[src/rtl/dram_rand_tester_pkg.sv]
// Shared types and constants for the DRAM pseudo-random write/verify tester.
// Holds the state encoding and the order in which generator outputs form a DRAM word.
package dram_rand_tester_pkg;

    localparam int DATA_WIDTH = 128;
    localparam int RNG_WIDTH  = 64;

    typedef enum logic [3:0] {
        ST_IDLE,
        ST_W_SEED,
        ST_W_GEN0,
        ST_W_GEN1,
        ST_W_REQ,
        ST_R_SEED,
        ST_R_GEN0,
        ST_R_GEN1,
        ST_R_REQ,
        ST_R_WAIT,
        ST_DONE
    } state_e;

    // The first generator output fills the low half of the word, the second the high half.
    function automatic logic [DATA_WIDTH-1:0] assemble_word(
        input logic [RNG_WIDTH-1:0] second,
        input logic [RNG_WIDTH-1:0] first
    );
        return {second, first};
    endfunction

endpackage

[src/rtl/dram_rand_err_cnt.sv]
// Saturating mismatch counter that also remembers the address of the first mismatch.
module dram_rand_err_cnt #(
    parameter int ADDR_WIDTH = 24,
    parameter int ERR_WIDTH  = 16
) (
    input  logic                  clk,
    input  logic                  i_rst,
    input  logic                  i_clear,
    input  logic                  i_mismatch,
    input  logic [ADDR_WIDTH-1:0] i_addr,
    output logic [ERR_WIDTH-1:0]  o_count,
    output logic [ADDR_WIDTH-1:0] o_first_addr
);

    logic [ERR_WIDTH-1:0]  count_q, count_d;
    logic [ADDR_WIDTH-1:0] first_q, first_d;

    always_comb begin
        // NOTE: every output of this block gets a default first, so no path infers a latch.
        count_d = count_q;
        first_d = first_q;
        if (i_clear) begin
            count_d = '0;
            first_d = '0;
        end else if (i_mismatch) begin
            if (count_q == '0) first_d = i_addr;
            if (count_q != '1) count_d = count_q + ERR_WIDTH'(1);
        end
    end

    always_ff @(posedge clk) begin
        // NOTE: registers use non-blocking assignment so all flops sample pre-edge values.
        if (i_rst) begin
            count_q <= '0;
            first_q <= '0;
        end else begin
            count_q <= count_d;
            first_q <= first_d;
        end
    end

    assign o_count      = count_q;
    assign o_first_addr = first_q;

endmodule

[src/rtl/dram_rand_tester.sv]
// Writes NUM_WORDS xorshift128+ words to DRAM, re-seeds the generator, then reads
// them back and counts mismatches against the regenerated sequence.
module dram_rand_tester
    import dram_rand_tester_pkg::*;
#(
    parameter int ADDR_WIDTH = 24,
    parameter int NUM_WORDS  = 1024,
    parameter int ERR_WIDTH  = 16
) (
    input  logic                  clk,
    input  logic                  i_rst,
    input  logic                  i_start,
    output logic                  o_busy,
    output logic                  o_done,
    output logic                  o_pass,
    output logic [ERR_WIDTH-1:0]  o_err_count,
    output logic [ADDR_WIDTH-1:0] o_err_addr,
    output logic                  o_rng_rst,
    output logic                  o_rng_en,
    input  logic [RNG_WIDTH-1:0]  i_rng_data,
    output logic                  o_dram_wr_en,
    output logic                  o_dram_rd_en,
    output logic [ADDR_WIDTH-1:0] o_dram_addr,
    output logic [DATA_WIDTH-1:0] o_dram_wdata,
    input  logic                  i_dram_ready,
    input  logic                  i_dram_rdata_valid,
    input  logic [DATA_WIDTH-1:0] i_dram_rdata
);

    localparam logic [ADDR_WIDTH-1:0] LAST_ADDR = ADDR_WIDTH'(NUM_WORDS - 1);

    state_e                state_q, state_d;
    logic [ADDR_WIDTH-1:0] addr_q, addr_d;
    logic [DATA_WIDTH-1:0] buf_q, buf_d;
    logic                  err_clear;
    logic                  mismatch;
    logic                  is_last;

    assign is_last = (addr_q == LAST_ADDR);

    always_comb begin
        state_d   = state_q;
        addr_d    = addr_q;
        buf_d     = buf_q;
        err_clear = 1'b0;
        mismatch  = 1'b0;
        unique case (state_q)
            ST_IDLE, ST_DONE: begin
                if (i_start) begin
                    state_d   = ST_W_SEED;
                    addr_d    = '0;
                    err_clear = 1'b1;
                end
            end
            ST_W_SEED: begin
                state_d = ST_W_GEN0;
                addr_d  = '0;
            end
            ST_W_GEN0: begin
                buf_d   = assemble_word(buf_q[DATA_WIDTH-1:RNG_WIDTH], i_rng_data);
                state_d = ST_W_GEN1;
            end
            ST_W_GEN1: begin
                buf_d   = assemble_word(i_rng_data, buf_q[RNG_WIDTH-1:0]);
                state_d = ST_W_REQ;
            end
            ST_W_REQ: begin
                if (i_dram_ready) begin
                    if (is_last) begin
                        state_d = ST_R_SEED;
                    end else begin
                        addr_d  = addr_q + ADDR_WIDTH'(1);
                        state_d = ST_W_GEN0;
                    end
                end
            end
            ST_R_SEED: begin
                state_d = ST_R_GEN0;
                addr_d  = '0;
            end
            ST_R_GEN0: begin
                buf_d   = assemble_word(buf_q[DATA_WIDTH-1:RNG_WIDTH], i_rng_data);
                state_d = ST_R_GEN1;
            end
            ST_R_GEN1: begin
                buf_d   = assemble_word(i_rng_data, buf_q[RNG_WIDTH-1:0]);
                state_d = ST_R_REQ;
            end
            ST_R_REQ: begin
                if (i_dram_ready) state_d = ST_R_WAIT;
            end
            ST_R_WAIT: begin
                // Only one read is outstanding, so valid here always belongs to addr_q.
                if (i_dram_rdata_valid) begin
                    mismatch = (i_dram_rdata != buf_q);
                    if (is_last) begin
                        state_d = ST_DONE;
                    end else begin
                        addr_d  = addr_q + ADDR_WIDTH'(1);
                        state_d = ST_R_GEN0;
                    end
                end
            end
            default: state_d = ST_IDLE;
        endcase
    end

    always_ff @(posedge clk) begin
        if (i_rst) begin
            state_q <= ST_IDLE;
            addr_q  <= '0;
            buf_q   <= '0;
        end else begin
            state_q <= state_d;
            addr_q  <= addr_d;
            buf_q   <= buf_d;
        end
    end

    dram_rand_err_cnt #(
        .ADDR_WIDTH (ADDR_WIDTH),
        .ERR_WIDTH  (ERR_WIDTH)
    ) u_err_cnt (
        .clk          (clk),
        .i_rst        (i_rst),
        .i_clear      (err_clear),
        .i_mismatch   (mismatch),
        .i_addr       (addr_q),
        .o_count      (o_err_count),
        .o_first_addr (o_err_addr)
    );

    assign o_busy       = (state_q != ST_IDLE) && (state_q != ST_DONE);
    assign o_done       = (state_q == ST_DONE);
    assign o_pass       = o_done && (o_err_count == '0);
    assign o_rng_rst    = (state_q == ST_W_SEED) || (state_q == ST_R_SEED);
    assign o_rng_en     = (state_q == ST_W_GEN0) || (state_q == ST_W_GEN1) ||
                          (state_q == ST_R_GEN0) || (state_q == ST_R_GEN1);
    assign o_dram_wr_en = (state_q == ST_W_REQ);
    assign o_dram_rd_en = (state_q == ST_R_REQ);
    assign o_dram_addr  = addr_q;
    assign o_dram_wdata = buf_q;

endmodule

[config.mk]
export PLATFORM = sky130hd
export DESIGN_NAME = dram_rand_tester
export DESIGN_NICKNAME = d
export VERILOG_FILES = /design/src/rtl/dram_rand_tester_pkg.sv /design/src/rtl/dram_rand_err_cnt.sv /design/src/rtl/dram_rand_tester.sv
export SDC_FILE = /design/constraint.sdc
export NUM_CORES = 1
export LEC_CHECK = 0
export ABC_CLOCK_PERIOD_IN_PS = 2000
export CELL_PAD_IN_SITES_DETAIL_PLACEMENT = 1
export CELL_PAD_IN_SITES_GLOBAL_PLACEMENT = 2
export CORE_MARGIN = 8
export CORE_UTILIZATION = 21
export DETAILED_ROUTE_END_ITERATION = 10
export PLACE_DENSITY = 0.87
export SLEW_MARGIN = 20
export SYNTH_ARGS = -nofsm -noshare
export SYNTH_HDL_FRONTEND = slang
export SYNTH_SLANG_ARGS = --single-unit
[constraint.sdc]
create_clock -name clk -period 2 [get_ports clk]
set_input_delay 0.2 -clock clk [delete_from_list [all_inputs] [get_ports clk]]
set_output_delay 0.2 -clock clk [all_outputs]
set_load 0.02 [all_outputs]
==> metrics.cfg, run 1 <==
[drt]
postRouteAntennaNets=0
via_per_inst=4.48
wirelength_um=51100
via_count=10600
dr.pass1.iters=4
drt_iter0_drc=478
wl_per_cell_um=21.7
route.detailed.drc=0

[global_route]
antenna_found_initial=9
grt_pass1_wl_um=74300
grt_util_all_layers=0.199
grt_max_degree=83
overflow=0
grt_pass1_vias=11700

[synth]
syn_nets=1340
synthesis.area_sq_um=9090
synth_edf_count=0
synth_top_area_frac=0.432
syn_avg_cell_area_sq_um=7.98
synth_top_area_cell=dfxtp_1
synth.area.top_cells=dfxtp_1 43%, nand2_1 14%, xnor2_1 13%
synthDistinctLibCells=48
synth_seq_cells=196
syn_inst=1140
ys_seq_area_frac=0.432
synth-async-reset-ratio=0
synth-main-ff-cell=dfxtp_1
yosys_warnings=0

[placement]
place_ws_ps=-1200
port_buffers=395
placedCellCount=2315
dpl_cell_area_sq_um=15700
dp_hpwl_um=40200
gp_congestion=0.863

[pwr]
p_seq_frac=0.365
p_total_mw=12.1
vdd_drop_max_uv=590
switching_share=0.351
p_leak_nw=6.08
combPwrFrac=0.340
p_int_mw=7.86
p_clk_frac=0.295
p_switching_mw=4.24
p_per_area_nw_per_um2=715

[floorplan]
row_count=76
die_height_um=224
io_pins=396
dieArea_sq_um=50200
fp.dieW_um=224
core_sq_um=42900
start_util=0.212

[clocking]
cts_root_buf=clkbuf_16
cts_inserted_buffers=17
numClockSinks=196
cts-htree-levels=4
max-clock-path-buffers=2
cts.clk_slew.worst_paths_ps=80
cts_tree=yes
clock_latency_ps=490

[critical_path]
startpoint_type=flop
path_cells=xnor2_1 > buf_4 > nand4_1 > nor4_1 > nand4_1 > buf_6 > nor2_4 > nor3_4 > buf_12 > buf_12 > mux2i_2
crit_fanout=7
cpPeakStageDelay_ps=360
endpoint_kind=flop
crit_path_top_delay_cell=nor4_1
crit_required_ps=2380
worstPathArrival_ps=2700
crit_type=reg -> reg

[timing]
worstMarginPinSlew_ps=550
setup_slack_ps=-325
rsz0062_at_grt=yes
period_needed_ps=2330
min_period_over_period=1.16
final_hold_viol_count=0
hold_slack_ps=277
drv_slew=0
finalSetupViolations=48
slew_headroom=0.633
max_freq_mhz=430
skew_ps=13.3
setup_tns_ps=-11850

[final_layout]
fin_cells=2360
final_net_count=1960
final_cell_mix=385 x clkdlybuf4s50_1, 329 x nand2_1, 242 x buf_4
final_util=0.394
drive_gt1_frac=0.231
syn_to_final_growth_pct=86.0
final_common_cell=clkdlybuf4s50_1
final_area_sq_um=16900

[run]
cap_violations=0

[run_status]
status=complete, but fails checks
violations=setup timing

[worst_hold_path]
holdCritPathClass=in -> reg

worst max-delay path, delay by kind of cell, from the launching register on:
family        cells  cell delay, ps
simple gates      5             880
mux               1             140
xor+xnor          1             240
flops             1             330
buf+inv           4             600
flip-flops by register name, indices dropped and copies added (netlist names):
register	count
state_q	4
u_err_cnt.o_first_addr	24
u_err_cnt.o_count	16
o_dram_wdata	128
o_dram_addr	24
synth_stat cells (2+ instances only):
cell	count
buf_1	10
buf_2	5
nand2b_1	5
nor4b_1	3
o21ai_0	23
xnor2_1	138
nand4_4	2
nand2_1	332
o31ai_1	3
or3_1	15
inv_1	18
nand4_1	42
nand3_1	17
nor2b_1	5
ha_1	3
and3_1	4
o211ai_1	2
xor2_1	6
and2_1	3
nor4_1	16
a21oi_1	151
o311a_1	2
nor2_1	32
o21bai_1	3
or4_1	2
dfxtp_1	196
nand3b_1	2
a21o_1	3
nor4bb_1	2
clkbuf_1	44
mux2i_1	26
nor3_1	8
a211o_1	2
power groups by stage:
stage	Clock, mW	Combinational [mW]	Sequential, mW
6_report	3.57	4.12	4.42
4_1_cts	3.69	4.14	4.41
2_1_floorplan	0	1.22	4.79
3_3_place_gp	0	3.99	4.47
3_5_place_dp	0	4.05	4.49
5_1_grt	3.83	4.41	4.45
logic make-up after synthesis:
| group | after synthesis | synth area share |
|---|---|---|
| adder cells (fa/ha/maj) | 3 | 0.00413 |
| XOR/XNOR | 144 | 0.139 |
| buffers and inverters | 78 | 0.0330 |
| flip-flops | 196 | 0.432 |
| AND/OR/NAND/NOR | 498 | 0.247 |
| AO/OA/AOI/OAI | 194 | 0.116 |
| multiplexers | 27 | 0.0299 |
cell type report:
class | instances | area [sq um]
Antenna cell | 2 | 5.00
Fill cell | 5019 | 26000
Clock buffer | 20 | 457
Sequential cell | 196 | 3980
Tap cell | 585 | 732
Inverter | 18 | 67.6
Clock inverter | 12 | 111
Multi-Input combinational cell | 867 | 5390
Timing Repair Buffer | 660 | 6170
path summary, 6_finish.rpt:
path                             start                          to  slack [ps]  cells past startpoint
max                  o_dram_wdata[107]  u_err_cnt.o_first_addr[12]        -330                     11
min                     i_rng_data[54]           o_dram_wdata[118]         280                      3
max reg2reg          o_dram_wdata[107]  u_err_cnt.o_first_addr[12]        -330                     11
min reg2reg  u_err_cnt.o_first_addr[6]   u_err_cnt.o_first_addr[6]         470                      2
routing by layer:
metal	part of all wire	vias up	wire (um)	global-route usage
met5	0.0013	-	68	0
met4	0.026	12	1320	0.0667
met3	0.083	69	4220	0.0800
met2	0.50	308	25600	0.349
met1	0.39	5113	19900	0.216
li1	-	5061	-	-
repair_timing:
action	in CTS	in global routing
hold endpoints to repair	7	0
hold buffers	1	0
pin swaps	33	35
setup buffers	8	1
gates cloned	1	2
gates resized for setup	85	54
setup endpoints to repair	70	71
Power figures use the tool's default switching activity.
==> run 2, diff against run 1 <==
- ABC_CLOCK_PERIOD_IN_PS: 2000 -> 2160
- CORE_UTILIZATION: 21 -> 23
- PLACE_DENSITY: 0.87 -> 0.9
- clock period: 2 -> 2.16 ns (I/O delays scaled with it)
==> run 2 against run 1 <==
Compared with the run above:
- the flow still finishes with violations (setup timing)
- die area shrank 8.1%
- via count shrank 2.0%
- critical path depth decreased by 1
- core utilization increased by 2.0 points
- fmax shrank 2.4%
- register-to-register slack improved by 100 ps
- critical path type unchanged
- critical endpoint is now u_err_cnt.o_count[10]
- largest cell class unchanged
- largest power group unchanged
==> metrics.cfg, run 2 (synthesized netlist as in run 1, its figures left out) <==
[clocking]
cts_inserted_buffers=17  ; unchanged
cts-htree-levels=4  ; unchanged
clock_latency_ps=460  ; -30 ps
cts_tree=yes
cts.clk_slew.worst_paths_ps=80  ; about the same
numClockSinks=196  ; unchanged
cts_root_buf=clkbuf_16
max-clock-path-buffers=2  ; unchanged

[floorplan]
core_sq_um=39400  ; -8.2%
die_height_um=215  ; -4.1%
start_util=0.231  ; +0.0190
fp.dieW_um=215  ; -4.1%
row_count=73  ; -3.9%
io_pins=396  ; unchanged
dieArea_sq_um=46100  ; -8.1%

[drt]
via_count=10400  ; -2.0%
via_per_inst=4.63  ; +3.4%
wirelength_um=49600  ; -3.1%
wl_per_cell_um=22.2  ; +2.3%
drt_iter0_drc=492  ; +2.9%
dr.pass1.iters=4  ; unchanged
route.detailed.drc=0  ; unchanged
postRouteAntennaNets=0  ; unchanged

[timing]
worstMarginPinSlew_ps=827  ; +277 ps
min_period_over_period=1.10  ; -0.0594
setup_slack_ps=-223  ; +102 ps
final_hold_viol_count=0  ; unchanged
skew_ps=17.7  ; +4.40 ps
slew_headroom=0.449  ; -0.185
finalSetupViolations=43  ; -10%
rsz0062_at_grt=yes
period_needed_ps=2380  ; +57.7 ps
drv_slew=0  ; unchanged
max_freq_mhz=420  ; -2.4%

[critical_path]
rr_worst_depth=10  ; -1
crit_required_ps=2510  ; +130 ps
r2r_setup_slack_ps=-220  ; +100 ps
crit_type=reg -> reg
startpoint_type=flop
worstPathArrival_ps=2730  ; +30 ps
crit_fanout=5  ; -2
endpoint_kind=flop
r2r-start=o_dram_wdata[69]
r2r-end=u_err_cnt.o_count[10]

[pwr]
p_total_mw=10.9  ; -9.6%
p_per_area_nw_per_um2=671  ; -6.2%
vdd_drop_max_uv=542  ; -8.2%
p_leak_nw=5.72  ; -5.9%

[final_layout]
final_net_count=1898  ; -3.2%
largest_reg_flops=128  ; unchanged
fin_cells=2237  ; -5.2%
syn_to_final_growth_pct=79.3
drive_gt1_frac=0.195  ; -0.0352
final_cell_mix=388 x clkdlybuf4s50_1, 328 x nand2_1, 180 x buf_4
final_common_cell=clkdlybuf4s50_1

[global_route]
grt_pass1_wl_um=73100  ; -1.6%
grt_util_all_layers=0.209  ; +0.00987
grt_pass1_vias=11500  ; -1.7%
overflow=0  ; unchanged
antenna_found_initial=6  ; -3
grt_max_degree=134  ; +61%

[placement]
gp_congestion=0.880  ; +2.1%
placedCellCount=2192  ; -5.3%
dp_hpwl_um=39400  ; -1.9%
port_buffers=395  ; unchanged

[worst_hold_path]
whs_endpoint=o_dram_wdata[87]
hp-start=i_rng_data[23]
holdCritPathClass=in -> reg
min_path_cells=3  ; unchanged

[run_status]
status=complete, but fails checks
violations=setup timing

[run]
cap_violations=0  ; unchanged

## run 2: changes by cell type in the layout (fill, tap and decap cells not counted), sizes merged, moves of 2 or more
cell           delta
clkbuf            -4
dlymetal6s2s      -2
clkdlybuf4s50     +3
clkinvlp          +3
bufinv            +2
buf              -63
inv               -7
clkinv            +3
## run 2: per-layer routing
layer	vias up	global-route usage	wire length, um
met5	-	0	55
met2	343	0.374	25000
met1	5013	0.229	19300
met4	8	0.0628	1260
met3	58	0.0737	3970
li1	4930	-	-
## run 2: how the worst max path moves through the flow
stage | startpoint | end | slack (ps) | cells after the start
after floorplan | o_dram_addr[1] | o_dram_addr[11] | 6 | 9
after global placement | i_dram_rdata[18] | u_err_cnt.o_count[15] | -970 | 12
after detailed placement | i_dram_rdata[18] | u_err_cnt.o_count[11] | -1010 | 12
after CTS | o_dram_wdata[18] | u_err_cnt.o_count[10] | -230 | 12
after global routing | o_dram_wdata[30] | u_err_cnt.o_count[10] | -350 | 12
final | o_dram_wdata[69] | u_err_cnt.o_count[10] | -220 | 10
## run 2: final cells by class
cell class	count	area, sq um
sequential	196	3960
tap	525	657
multi-input combinational	866	5350
clock buffer	17	425
clock inverter	13	136
timing repair buffer	599	5700
fill	4562	23100
inverter	18	67.6
antenna	3	7.51
## run 2: worst max-delay path, stage by stage (launching register included)
cell and delay (ps):
dfxtp_2 340, xnor2_2 200, nand4_1 320, nor4_4 330
nand4_1 200, buf_6 180, o21ai_2 150, buf_6 170
buf_6 110, nor2_1 30, a31o_2 220
## run 2: metrics by stage
step	TNS [ps]	setup WS [ps]	cell area [sq um]	util	hold WS [ps]
finish	-5790	-223	16300	0.414	325
global route	-11160	-347	16300	0.414	332
CTS	-5810	-231	16200	0.410	300
detailed placement	-41940	-1010	15100	0.384	456
global placement	-39370	-970	15100	0.384	446
floorplan	0	6.34	9100	-	352
## run 2: repair_timing
action,4_1_cts,5_1_grt
gates cloned,2,0
setup buffers,12,4
hold buffers,1,0
hold endpoints to repair,2,0
gates resized for setup,89,35
pin swaps,54,25
setup endpoints to repair,57,65
## run 2: where the power goes
part | total [mW] | internal (mW) | switching [mW]
logic | 3.59 | 1.69 | 1.89
registers | 4.12 | 3.87 | 0.246
clock network | 3.24 | 1.69 | 1.55
==> run 3, diff against run 2 <==
- SETUP_SLACK_MARGIN: unset -> 0.02
- SLEW_MARGIN: 20 -> 0
==> run 3 against run 2 <==
Compared with the run above:
- the flow still finishes with violations (setup timing)
- routed wire length down 4.6%
- via count down 0.98%
- non-clock buffer count down 12
- highest routed layer unchanged
- setup slack better by 37 ps
- core utilization down 0.88 points
- largest power group unchanged
- sequential power about the same
- critical path type unchanged
==> metrics.cfg, run 3 (synthesized netlist as in run 1, its figures left out) <==
[run_status]
status=complete, but fails checks
violations=setup timing

[clocking]
cts_inserted_buffers=17  ; unchanged
max-clock-path-buffers=2  ; unchanged
cts-htree-levels=4  ; unchanged
cts_tree=yes
cts.clk_slew.worst_paths_ps=70  ; about the same
cts_root_buf=clkbuf_16
clock_latency_ps=460  ; about the same
numClockSinks=196  ; unchanged

[timing]
drv_slew=0  ; unchanged
rsz0062_at_grt=yes
skew_ps=9.82  ; -7.86 ps
setup_tns_ps=-4120  ; +1670 ps
period_needed_ps=2350  ; -36.6 ps
min_period_over_period=1.09  ; -0.0170
setup_slack_ps=-186  ; +36.6 ps
max_freq_mhz=426  ; +1.6%
slew_headroom=0.528  ; +0.0797
worstMarginPinSlew_ps=708  ; -119 ps
finalSetupViolations=42  ; -2.3%
hold_slack_ps=327  ; +2.15 ps
final_hold_viol_count=0  ; unchanged

[drt]
drt_iter0_drc=388  ; -21%
postRouteAntennaNets=0  ; unchanged
via_per_inst=4.61  ; -0.44%
route.detailed.drc=0  ; unchanged
via_count=10300  ; -0.98%
dr.pass1.iters=4  ; unchanged
wl_per_cell_um=21.3  ; -4.1%
wirelength_um=47300  ; -4.6%

[final_layout]
ff_latch_area_sq_um=3940  ; -0.41%
syn_to_final_growth_pct=75.5
multi_input_area_sq_um=5200  ; -2.8%
final_net_count=1886  ; -0.63%
fill_cells=4614  ; +1.1%
final_common_cell=clkdlybuf4s50_1
final_area_sq_um=16000  ; -2.1%
largest_reg_flops=128  ; unchanged
drive_gt1_frac=0.173  ; -0.0228
final_cell_mix=387 x clkdlybuf4s50_1, 328 x nand2_1, 184 x dfxtp_1

[global_route]
grt_pass1_vias=11200  ; -2.2%
grt_max_degree=132  ; -1.5%
grt_util_all_layers=0.198  ; -0.0112
antenna_found_initial=4  ; -2
grt_pass1_wl_um=69800  ; -4.6%
overflow=0  ; unchanged

[critical_path]
cpMostUsedCell=nand4_1
rr_worst_depth=9  ; -1
crit_path_top_delay_cell=dfxtp_1
critPathTopFamily=simple AND/OR/NAND/NOR gates
r2r_setup_slack_ps=-190  ; +40 ps
path_buf_inv=2  ; -1
crit_fanout=6  ; +1
cpPeakStageDelay_ps=360  ; +20 ps
crit_start=o_dram_wdata[119]
path_cells=xnor2_2 > nand4_1 > nor4_4 > nand4_1 > buf_4 > o21ai_4 > buf_6 > nor2_4 > a31o_2
crit_type=reg -> reg
worstPathArrival_ps=2700  ; -30 ps
r2r-end=u_err_cnt.o_count[10]
path_depth=9  ; -1
startpoint_type=flop
endpoint=u_err_cnt.o_count[10]
crit_required_ps=2520  ; about the same
endpoint_kind=flop
r2r-start=o_dram_wdata[119]

[placement]
dp_hpwl_um=37200  ; -5.5%
dpl_cell_area_sq_um=15000  ; -1.0%
gp_congestion=0.847  ; -3.8%
port_buffers=395  ; unchanged

[worst_hold_path]
min_path_cells=3  ; unchanged
holdCritPathClass=in -> reg

[floorplan]
io_pins=396  ; unchanged
fp.dieW_um=215  ; unchanged
core_sq_um=39400  ; unchanged
start_util=0.231  ; unchanged
die_height_um=215  ; unchanged
dieArea_sq_um=46100  ; unchanged
row_count=73  ; unchanged

[pwr]
vdd_drop_max_uv=612  ; +13%
p_total_mw=10.9  ; -0.59%
p_per_area_nw_per_um2=682  ; +1.6%
p_leak_nw=5.56  ; -2.8%

[run]
cap_violations=0  ; unchanged

==> run 3: routing by layer <==
layer	vias up	global-route usage	part of all wire
met2	324	0.336	0.49
met5	-	0	0.00021
li1	4906	-	-
met4	2	0.0960	0.043
met1	4946	0.214	0.39
met3	73	0.0754	0.080
==> run 3: area by class of cell <==
cell class,instances,share of cell area
repair buffers,587,0.346
multi-input cells,866,0.326
flip-flops and latches,196,0.247
well taps,525,0.0412
clock buffers,18,0.0269
clock inverters,12,0.00831
inverters,18,0.00423
diodes,3,0.000471
==> run 3: worst min-delay path by stage <==
stage / from / slack [ps] / end
2_1_floorplan: i_rng_data[0] / 350 / o_dram_wdata[0]
3_3_place_gp: u_err_cnt.o_first_addr[17] / 440 / u_err_cnt.o_first_addr[17]
3_5_place_dp: u_err_cnt.o_first_addr[1] / 450 / u_err_cnt.o_first_addr[1]
4_1_cts: i_rng_data[11] / 300 / o_dram_wdata[11]
5_1_grt: i_rng_data[42] / 310 / o_dram_wdata[106]
6_report: i_rng_data[15] / 330 / o_dram_wdata[79]
==> run 3: repair_timing <==
action,4_1_cts,5_1_grt
pin swaps,15,18
cloned,2,0
buffers inserted,8,7
endpoints found under the hold margin,2,0
hold buffers,1,0
endpoints found under the setup margin,63,68
resized for setup,44,38
==> run 3: power by group <==
| part | internal (mW) | switching (mW) |
|---|---|---|
| sequential | 3.87 | 0.235 |
| clock | 1.70 | 1.55 |
| combinational | 1.68 | 1.85 |
| total | 7.24 | 3.64 |
==> run 3: stage by stage <==
step            util  instances  setup WS (ps)
2_1_floorplan      -       1140           21.2
3_3_place_gp   0.380       2175          -1170
3_5_place_dp   0.380       2175          -1150
4_1_cts        0.399       2216           -254
5_1_grt        0.405       2223           -329
6_report       0.405       2225           -186
==> run 3: worst register-to-register path, delay by kind of cell (launching register included) <==
family	cells	cell delay (ps)
and+or+nand+nor	4	760
AOI/OAI and AO/OA	2	430
buffers and inverters	2	370
DFF	1	360
xor gates and xnor gates	1	330
